`config.mk`:
```
export PLATFORM = sky130hd
export DESIGN_NAME = text_decryption
export DESIGN_NICKNAME = d
export VERILOG_FILES = /design/src/rtl/des_demo_pkg.sv /design/src/rtl/btn_event.sv /design/src/rtl/text_decryption.sv
export SDC_FILE = /design/constraint.sdc
export NUM_CORES = 1
export LEC_CHECK = 0
export BUFFER_PORTS_ARGS = -buffer_cell sky130_fd_sc_hd__buf_2
export CAP_MARGIN = 20
export CORE_MARGIN = 4
export CORE_UTILIZATION = 52
export CTS_BUF_LIST = sky130_fd_sc_hd__clkbuf_8 sky130_fd_sc_hd__clkbuf_16
export DETAILED_ROUTE_END_ITERATION = 8
export PLACE_DENSITY = 0.83
export SYNTH_ARGS = -nofsm -noshare
export SYNTH_HDL_FRONTEND = slang
export SYNTH_HIERARCHICAL = 1
export SYNTH_SLANG_ARGS = --single-unit
```
`constraint.sdc`:
```
create_clock -name clk -period 2.7 [get_ports clk]
set_input_delay 0.27 -clock clk [delete_from_list [all_inputs] [get_ports clk]]
set_output_delay 0.27 -clock clk [all_outputs]
set_load 0.03 [all_outputs]
```
`src/rtl/des_demo_pkg.sv`:
```
`default_nettype none
// ============================================================================
// Module  : des_demo_pkg
// Brief   : Shared state codes, word-select codes, display patterns and word
//           helpers for the DES text demo front-ends.
// Rev     : 1.0  initial release
// ============================================================================
package des_demo_pkg;

    typedef enum logic [3:0] {
        ST_IDLE     = 4'd0,
        ST_IN_KEY   = 4'd1,
        ST_SHOW_KEY = 4'd2,
        ST_IN_CT    = 4'd3,
        ST_SHOW_CT  = 4'd4,
        ST_WAIT_GO  = 4'd5,
        ST_DECR     = 4'd6,
        ST_SHOW_PT  = 4'd7,
        ST_ERROR    = 4'd8
    } state_t;

    localparam logic [1:0]  c_SEL_W0      = 2'd0;
    localparam logic [1:0]  c_SEL_W1      = 2'd1;
    localparam logic [1:0]  c_SEL_W2      = 2'd2;
    localparam logic [1:0]  c_SEL_W3      = 2'd3;

    localparam logic [15:0] c_ERR_PATTERN = 16'hEEEE;
    localparam logic [15:0] c_BLANK       = 16'h0000;

    // Word 0 is the least significant 16 bits, word 3 the most significant.
    function automatic logic [15:0] get_word(input logic [63:0] v, input logic [1:0] sel);
        logic [15:0] w;
        w = v[15:0];
        case (sel)
            c_SEL_W0: w = v[15:0];
            c_SEL_W1: w = v[31:16];
            c_SEL_W2: w = v[47:32];
            c_SEL_W3: w = v[63:48];
            default:  w = v[15:0];
        endcase
        return w;
    endfunction

    function automatic logic [63:0] put_word(input logic [63:0] v, input logic [1:0] idx,
                                             input logic [15:0] w);
        logic [63:0] r;
        r = v;
        case (idx)
            c_SEL_W0: r[15:0]  = w;
            c_SEL_W1: r[31:16] = w;
            c_SEL_W2: r[47:32] = w;
            c_SEL_W3: r[63:48] = w;
            default:  r        = v;
        endcase
        return r;
    endfunction

endpackage
`default_nettype wire

```
`src/rtl/btn_event.sv`:
```
`default_nettype none
// ============================================================================
// Module  : btn_event
// Brief   : 2-FF synchronizer plus registered falling-edge pulse for an
//           active-low push button (one pulse per press, no repeats on hold).
// Rev     : 1.0  initial release
// ============================================================================
module btn_event (
    input  logic clk,
    input  logic rst,
    input  logic i_btn_n,
    output logic o_pulse
);

    logic r_meta;
    logic r_sync;
    logic r_prev;
    logic r_pulse;

    // Pulse appears on the third edge after the pin falls.
    always_ff @(posedge clk or negedge rst) begin
        if (!rst) begin
            r_meta  <= 1'b0;
            r_sync  <= 1'b0;
            r_prev  <= 1'b0;
            r_pulse <= 1'b0;
        end else begin
            r_meta  <= i_btn_n;
            r_sync  <= r_meta;
            r_prev  <= r_sync;
            r_pulse <= r_prev & ~r_sync;
        end
    end

    assign o_pulse = r_pulse;

endmodule
`default_nettype wire

```
`src/rtl/text_decryption.sv`:
```
`default_nettype none
// ============================================================================
// Module  : text_decryption
// Brief   : Decrypt-side front-end: collects key and ciphertext from switches,
//           drives an external DES core, and pages the plaintext to the display.
// Rev     : 1.0  initial release
// ============================================================================
module text_decryption
    import des_demo_pkg::*;
#(
    parameter int TIMEOUT_CYCLES = 4096,
    parameter int TW             = 13
) (
    input  logic        clk,
    input  logic        rst,
    input  logic        send_data,
    input  logic        decr_go,
    input  logic [15:0] user_input,
    input  logic [1:0]  select_disp,
    output logic [63:0] core_key,
    output logic [63:0] core_data,
    output logic        core_start,
    input  logic        core_done,
    input  logic [63:0] core_result,
    output logic [63:0] plaintext,
    output logic        done,
    output logic        error,
    output logic [15:0] disp_word,
    output logic [3:0]  state_dbg
);

    localparam logic [TW-1:0] c_TIMEOUT = TW'(TIMEOUT_CYCLES);
    localparam logic [TW-1:0] c_CNT_ONE = TW'(1);

    state_t        r_state, w_state_nxt;
    logic [1:0]    r_wc,    w_wc_nxt;
    logic [63:0]   r_key,   w_key_nxt;
    logic [63:0]   r_ct,    w_ct_nxt;
    logic [63:0]   r_pt,    w_pt_nxt;
    logic [TW-1:0] r_cnt,   w_cnt_nxt;
    logic [15:0]   r_disp,  w_disp_nxt;
    logic          w_start;
    logic          w_send_ev;
    logic          w_go_ev;

    btn_event u_send_ev (
        .clk     (clk),
        .rst     (rst),
        .i_btn_n (send_data),
        .o_pulse (w_send_ev)
    );

    btn_event u_go_ev (
        .clk     (clk),
        .rst     (rst),
        .i_btn_n (decr_go),
        .o_pulse (w_go_ev)
    );

    always_ff @(posedge clk or negedge rst) begin
        if (!rst) begin
            r_state <= ST_IDLE;
            r_wc    <= '0;
            r_key   <= '0;
            r_ct    <= '0;
            r_pt    <= '0;
            r_cnt   <= '0;
            r_disp  <= '0;
        end else begin
            r_state <= w_state_nxt;
            r_wc    <= w_wc_nxt;
            r_key   <= w_key_nxt;
            r_ct    <= w_ct_nxt;
            r_pt    <= w_pt_nxt;
            r_cnt   <= w_cnt_nxt;
            r_disp  <= w_disp_nxt;
        end
    end

    always_comb begin
        w_state_nxt = r_state;
        w_wc_nxt    = r_wc;
        w_key_nxt   = r_key;
        w_ct_nxt    = r_ct;
        w_pt_nxt    = r_pt;
        w_cnt_nxt   = r_cnt;
        w_disp_nxt  = c_BLANK;
        w_start     = 1'b0;

        case (r_state)
            ST_IDLE: begin
                w_wc_nxt    = '0;
                w_state_nxt = ST_IN_KEY;
            end

            // First press fills the top word, fourth press the bottom word.
            ST_IN_KEY: begin
                w_disp_nxt = user_input;
                if (w_send_ev) begin
                    w_key_nxt = put_word(r_key, c_SEL_W3 - r_wc, user_input);
                    w_wc_nxt  = r_wc + 2'd1;
                    if (r_wc == 2'd3)
                        w_state_nxt = ST_SHOW_KEY;
                end
            end

            ST_SHOW_KEY: begin
                w_disp_nxt = get_word(r_key, select_disp);
                if (w_send_ev)
                    w_state_nxt = ST_IN_CT;
            end

            ST_IN_CT: begin
                w_disp_nxt = user_input;
                if (w_send_ev) begin
                    w_ct_nxt = put_word(r_ct, c_SEL_W3 - r_wc, user_input);
                    w_wc_nxt = r_wc + 2'd1;
                    if (r_wc == 2'd3)
                        w_state_nxt = ST_SHOW_CT;
                end
            end

            ST_SHOW_CT: begin
                w_disp_nxt = get_word(r_ct, select_disp);
                if (w_send_ev)
                    w_state_nxt = ST_WAIT_GO;
            end

            ST_WAIT_GO: begin
                if (w_go_ev) begin
                    w_cnt_nxt   = '0;
                    w_state_nxt = ST_DECR;
                end
            end

            // Counter is zero only on the first DECR cycle, which marks the start pulse.
            ST_DECR: begin
                w_start   = (r_cnt == '0);
                w_cnt_nxt = r_cnt + c_CNT_ONE;
                if (core_done) begin
                    w_pt_nxt    = core_result;
                    w_state_nxt = ST_SHOW_PT;
                end else if (w_cnt_nxt == c_TIMEOUT) begin
                    w_state_nxt = ST_ERROR;
                end
            end

            ST_SHOW_PT: begin
                w_disp_nxt = get_word(r_pt, select_disp);
                if (w_send_ev) begin
                    w_key_nxt   = '0;
                    w_ct_nxt    = '0;
                    w_pt_nxt    = '0;
                    w_wc_nxt    = '0;
                    w_state_nxt = ST_IN_KEY;
                end
            end

            ST_ERROR: begin
                w_disp_nxt = c_ERR_PATTERN;
            end

            default: begin
                w_state_nxt = ST_IDLE;
            end
        endcase
    end

    assign core_key   = r_key;
    assign core_data  = r_ct;
    assign core_start = w_start;
    assign plaintext  = r_pt;
    assign done       = (r_state == ST_SHOW_PT);
    assign error      = (r_state == ST_ERROR);
    assign disp_word  = r_disp;
    assign state_dbg  = r_state;

endmodule
`default_nettype wire
```
==> results.py, run 1 <==
metrics = {
    "synthesis": {
        "async_flop_share_pct": 100,
        "ys_seq_area_share_pct": 56.7,
        "synthAdderAreaFrac_pct": 0.845,
        "synth_area_sq_mm": 0.0104,
        "synth_commonest_cells": "235 x dfrtp_1, 177 x nand2_1, 150 x o21ai_0",
        "synth_top_area_share_pct": 56.7,
        "ys.flop_type": "dfrtp_1",
        "synth_compound_area_share_pct": 17.3,
        "synth_top_family_by_area": "compound AO/OA/AOI/OAI gates",
        "synth_mux_area_share_pct": 10.8,
        "synth_most_common_cell": "dfrtp_1",
        "synth_area_leaders": "dfrtp_1 57%, mux4_2 10%, o21ai_0 7.2%",
        "yosysTopAreaCell": "dfrtp_1",
        "syn-num-nets": 995,
        "synth-simple-area-share_pct": 10.5,
        "ys.warnings.count": 6,
        "synth-edff-count": 0,
        "syn_avg_cell_area_sq_um": 11.5,
        "ys_ff_latch": 235,
        "synthXorXnorAreaFrac_pct": 0.423,
        "synth_cell_types": 56,
        "synth_cells": 901,
    },
    "routing": {
        "wl_per_cell_um": 23.2,
        "ant_nets": 0,
        "vias_per_cell": 5.97,
        "drc_errors": 0,
        "dr.pass1.iters": 5,
        "vias": 9200,
        "drtIter0Drc": 770,
        "wl_um": 35800,
    },
    "floorplan": {
        "die_area_sq_mm": 0.0223,
        "fp.dieW_um": 149,
        "coreArea_sq_mm": 0.0195,
        "fp.dieH_um": 149,
        "pin_count": 302,
        "start_util_pct": 53.1,
        "num_rows": 51,
    },
    "sta": {
        "fin_crit_ns": 2.56,
        "setup_ws_ns": 0.140,
        "timing.final.crit_share_pct": 94.8,
        "worst_pin_slew_ns": 0.865,
        "fmax_mhz": 391,
        "rsz0062_at_grt": "false",
        "tns_ns": 0,
        "slew_violations": 0,
        "finClkSkew_ns": 0.0265,
        "hold_viol": 0,
        "setup_viol": 0,
        "slew_headroom_pct": 40.9,
    },
    "grt": {
        "grt_max_degree": 71,
        "grt_use_total_pct": 31.9,
        "antenna_found_initial": 2,
        "grt_pass1_wl_um": 54700,
        "grt_pass1_vias": 9381,
        "grt_overflow": 0,
    },
    "clock_tree": {
        "cts_setup_buffers": 0,
        "numCtsBuffers": 26,
        "cts.clk_slew.worst_paths_ns": 0.06,
        "tritoncts": "built",
        "ctsRootBufferMaster": "clkbuf_16",
        "clock_latency_ns": 0.53,
        "cts_max_level": 1,
        "clockBufferDepth": 3,
        "cts_sinks": 235,
    },
    "critical_path": {
        "cp.required_ns": 2.43,
        "start_kind": "flop",
        "arrival_ns": 2.29,
        "worstSetupPathType": "flop to output pin",
        "critPathCaptureType": "output pin",
        "ff2ff_setup_slack_ns": 0.18,
        "crit_fanout": 13,
    },
    "pwr": {
        "switching_share_pct": 46.6,
        "pwr_density_cell_mw_per_mm2": 1350,
        "clockPowerShare_pct": 18.8,
        "finalPower_mw": 18.6,
        "pwr-share-seq_pct": 33.9,
        "p_leak_nw": 6.89,
        "power.internal_mw": 9.95,
        "vdd_drop_max_mv": 0.849,
        "p_sw_mw": 8.69,
        "comb_power_share_pct": 47.3,
    },
    "worst_hold_path": {
        "hp-class": "input pin to flop",
    },
    "layout": {
        "fin_nets": 1350,
        "layout-drive-gt1-share_pct": 35.3,
        "finalNonFillerCells": 1542,
        "fillers": 1342,
        "areaGrowthSynthToFinish_pct": 33.3,
        "multi_input_area_sq_mm": 0.00420,
        "regArea_sq_mm": 0.00588,
    },
    "placement": {
        "dp_slack_ns": 0.221,
        "dp_cells": 1427,
        "dp_hpwl_um": 23900,
        "io_buffer_count": 301,
        "gp_congestion": 0.912,
    },
    "status": {
        "status": "finished clean",
    },
    "flow_run": {
        "maxCapViolations": 0,
    },
}
==> through the flow <==
step / instance area (sq um) / hold WS [ns] / utilization, %
after floorplan: 10400 / -0.0256 / -
after global routing: 13800 / 0.00661 / 70.8
after detailed placement: 12300 / 0.255 / 62.8
final: 13800 / 0.0218 / 70.8
after CTS: 13800 / 0.000431 / 70.7
after global placement: 12300 / 0.240 / 62.8
==> power by group through the flow <==
stage	combinational, mW	sequential [mW]	clock (mW)
after detailed placement	8.63	6.28	0
after CTS	8.77	6.25	3.54
after global placement	8.45	6.21	0
after global routing	9.35	6.48	3.71
after floorplan	2.84	8.90	0
final	8.82	6.32	3.50
==> placed cells by master, fill, tap and decap left out, types with 5 or more instances in the layout <==
cell           instances
a21oi_1                5
a221oi_1              12
a22o_1                65
a22oi_1               20
and3_1                 5
buf_12                 6
buf_2                298
buf_4                 28
clkbuf_16             26
clkbuf_8               8
dfrtp_1              233
dlygate4sd3_1         66
ha_1                   7
inv_1                 14
mux4_2                48
nand2_1              177
nand3_1                8
nor2_1                14
o21ai_0              144
o21ai_1                6
o21ai_2                8
==> per-layer routing <==
layer | up-vias | track usage (%) | wire [um]
met5 | - | 0 | 6
met4 | 2 | 15.8 | 2060
met3 | 116 | 8.11 | 3540
met2 | 546 | 51.2 | 16900
met1 | 4525 | 40.6 | 13300
li1 | 4011 | - | -
==> area by class of cell <==
type,instances,area share (%)
Antenna cell,1,0.0181
Timing Repair Buffer,399,18.1
Inverter,8,0.217
Sequential cell,235,42.6
Clock inverter,14,0.815
Multi-Input combinational cell,586,30.4
Tap cell,265,2.40
Clock buffer,34,5.51
==> path summary, 6_finish.rpt <==
| path | start | cells after the start | to |
|---|---|---|---|
| hold reg to reg | u_go_ev/r_meta | 0 | u_go_ev/r_sync |
| min in group asynchronous | rst | 2 | plaintext[33] |
| setup / recovery | state_dbg[3] | 6 | done |
| max in group asynchronous | rst | 3 | core_data[17] |
| hold / removal | user_input[10] | 3 | disp_word[10] |
| setup reg to reg | r_cnt[0] | 7 | state_dbg[2] |
==> what timing repair did <==
item	4_1_cts	5_1_grt
endpoints found under the hold margin	127	0
gates resized for setup	3	3
setup endpoints to repair	2	2
hold buffers	66	0
==> sequential cells by signal, indices dropped and copies added, names as in the netlist <==
name               count
disp_word             16
core_key              64
u_send_ev/o_pulse      1
r_cnt                 13
state_dbg              4
u_go_ev/r_sync         1
u_send_ev/r_sync       1
plaintext             64
u_go_ev/o_pulse        1
u_go_ev/r_meta         1
u_go_ev/r_prev         1
u_send_ev/r_meta       1
u_send_ev/r_prev       1
core_data             64
r_wc                   2
==> worst max-delay path, cell delays in order, from the launching register on <==
cell and delay, ns:
dfrtp_1 0.54, nor2b_2 0.25, nand3_1 0.12, inv_1 0.15, buf_4 0.25, buf_4 0.23, buf_2 0.22
==> kinds of logic (layout without fill, tap and decap cells) <==
family | after synthesis | after routing
compound gates | 279 | 279
simple gates | 244 | 244
flops | 235 | 235
mux | 51 | 51
other cells | 0 | 1
fa+ha+maj | 7 | 7
xor+xnor | 5 | 5
buf+inv | 80 | 455
Power figures use the tool's default switching activity.
==> inputs of run 2 (changes only) <==
--- a/config.mk
+++ b/config.mk
@@ -7,11 +7,13 @@
 export LEC_CHECK = 0
 export BUFFER_PORTS_ARGS = -buffer_cell sky130_fd_sc_hd__buf_2
 export CAP_MARGIN = 20
+export CELL_PAD_IN_SITES_DETAIL_PLACEMENT = 1
+export CELL_PAD_IN_SITES_GLOBAL_PLACEMENT = 2
 export CORE_MARGIN = 4
-export CORE_UTILIZATION = 52
+export CORE_UTILIZATION = 25
 export CTS_BUF_LIST = sky130_fd_sc_hd__clkbuf_8 sky130_fd_sc_hd__clkbuf_16
 export DETAILED_ROUTE_END_ITERATION = 8
-export PLACE_DENSITY = 0.83
+export PLACE_DENSITY = 0.67
 export SYNTH_ARGS = -nofsm -noshare
 export SYNTH_HDL_FRONTEND = slang
 export SYNTH_HIERARCHICAL = 1
==> run 2 against run 1 <==
Worst hold slack improved by 0.020 ns; die area rose by 100%; cell count rose by 19%; routed wire length rose by 19%; clock power rose by 24%; cell area rose by 5.5%; critical path type is now flop to flop.
==> results.py, run 2 (synthesis results as in run 1) <==
metrics = {
    "routing": {
        "drc_errors": 0,
        "wl_um": 42700,
        "ant_nets": 0,
        "dr.pass1.iters": 4,
        "vias_per_cell": 4.84,
        "wl_per_cell_um": 23.2,
        "vias": 8905,
        "drtIter0Drc": 520,
    },
    "floorplan": {
        "die_area_sq_mm": 0.0448,
        "fp.dieW_um": 212,
        "fp.dieH_um": 212,
        "coreArea_sq_mm": 0.0409,
        "pin_count": 302,
        "num_rows": 74,
        "start_util_pct": 25.3,
    },
    "clock_tree": {
        "cts.clk_slew.worst_paths_ns": 0.06,
        "tritoncts": "built",
        "ctsRootBufferMaster": "clkbuf_16",
        "clockBufferDepth": 3,
        "numCtsBuffers": 30,
        "clock_latency_ns": 0.56,
        "cts_max_level": 1,
        "cts_sinks": 235,
    },
    "layout": {
        "layout_common_cells": "299 x buf_2, 232 x dfrtp_1, 177 x nand2_1, 144 x o21ai_0, 76 x dlygate4sd3_1",
        "fin_nets": 1376,
        "fillers": 4567,
        "regArea_sq_mm": 0.00588,
        "areaGrowthSynthToFinish_pct": 40.6,
        "multi_input_area_sq_mm": 0.00420,
        "finalNonFillerCells": 1840,
        "final_common_cell": "buf_2",
        "layout-drive-gt1-share_pct": 36.2,
    },
    "critical_path": {
        "worstSetupPathType": "flop to flop",
        "slowest_stage": "dfrtp_1",
        "crit_fanout": 7,
        "critPathCaptureType": "flop",
        "cp.required_ns": 3.15,
        "cp_cell_sequence": "ha_2 -> nand4_1 -> nor4b_2 -> a211oi_1 -> or4_4 -> o31a_1 -> mux2_4",
        "max_stage_delay_ns": 0.46,
        "start_kind": "flop",
        "arrival_ns": 2.92,
    },
    "sta": {
        "finClkSkew_ns": 0.0127,
        "fmax_mhz": 404,
        "fin_crit_ns": 2.47,
        "tns_ns": 0,
        "hold_viol": 0,
        "timing.final.crit_share_pct": 91.6,
        "rsz0062_at_grt": "false",
        "slew_violations": 0,
        "worst_pin_slew_ns": 0.722,
        "slew_headroom_pct": 51.5,
        "setup_viol": 0,
        "whs_ns": 0.0417,
    },
    "grt": {
        "grt_pass1_vias": 9428,
        "grt_overflow": 0,
        "grt_pass1_wl_um": 64000,
        "grt_use_total_pct": 18.7,
        "grt_max_degree": 71,
        "antenna_found_initial": 4,
    },
    "placement": {
        "io_buffer_count": 301,
        "gp_congestion": 0.810,
        "dp_hpwl_um": 30200,
        "dp_cells": 1703,
    },
    "worst_hold_path": {
        "hp-class": "input pin to flop",
    },
    "pwr": {
        "p_leak_nw": 7.08,
        "vdd_drop_max_mv": 0.624,
        "pwr_density_cell_mw_per_mm2": 1350,
    },
    "flow_run": {
        "maxCapViolations": 0,
    },
    "status": {
        "status": "finished clean",
    },
}
## run 2: power breakdown
part / switching (mW) / internal (mW)
registers: 1.30 / 5.04
logic: 6.14 / 2.91
clock network: 1.64 / 2.69
## run 2: stage by stage
step | utilization, % | setup slack [ns] | instance area [sq um] | total power [mW]
after floorplan | - | 0.191 | 10400 | 11.7
after global placement | 31.0 | 0.247 | 12700 | 15.2
after detailed placement | 31.0 | 0.161 | 12700 | 15.4
after CTS | 35.5 | 0.0755 | 14500 | 20.0
after global routing | 35.6 | 0.0394 | 14600 | 20.9
final | 35.6 | 0.226 | 14600 | 19.7
## run 2: worst paths after layout
kind,start,to,slack [ns],depth (start not counted)
min,user_input[1],disp_word[1],0.04,3
min in group asynchronous,rst,core_data[45],0.27,2
max in group asynchronous,rst,plaintext[7],1.66,3
max,r_cnt[0],state_dbg[2],0.23,7
min reg2reg,u_go_ev/r_meta,u_go_ev/r_sync,0.35,0
max reg2reg,r_cnt[0],state_dbg[2],0.23,7
## run 2: area by class of cell
cell class | instances | share of cell area, %
flip-flops and latches | 235 | 40.4
multi-input cells | 586 | 28.8
repair buffers | 421 | 18.6
clock buffers | 36 | 5.80
well taps | 532 | 4.57
clock inverters | 20 | 1.59
inverters | 8 | 0.232
diodes | 2 | 0.0343
## run 2: routing by layer
layer  wire length [um]  share of wire (%)  GRT usage (%)
met3               3410                8.0           5.78
met5                 34              0.080              0
met1              18300                 43           24.6
met2              20100                 47           30.7
met4                894                2.1           3.69
## run 2: what timing repair did
action | in CTS | in global routing
hold buffers | 76 | 0
setup endpoints to repair | 2 | 4
gates resized for setup | 3 | 4
setup buffers | 0 | 3
hold endpoints to repair | 139 | 0
## run 2: critical path: cells and delay by family, from the launching register on
family,cells,cell delay [ns]
simple gates,3,0.95
compound gates,2,0.36
flops,1,0.46
mux,1,0.30
fa+ha+maj,1,0.28
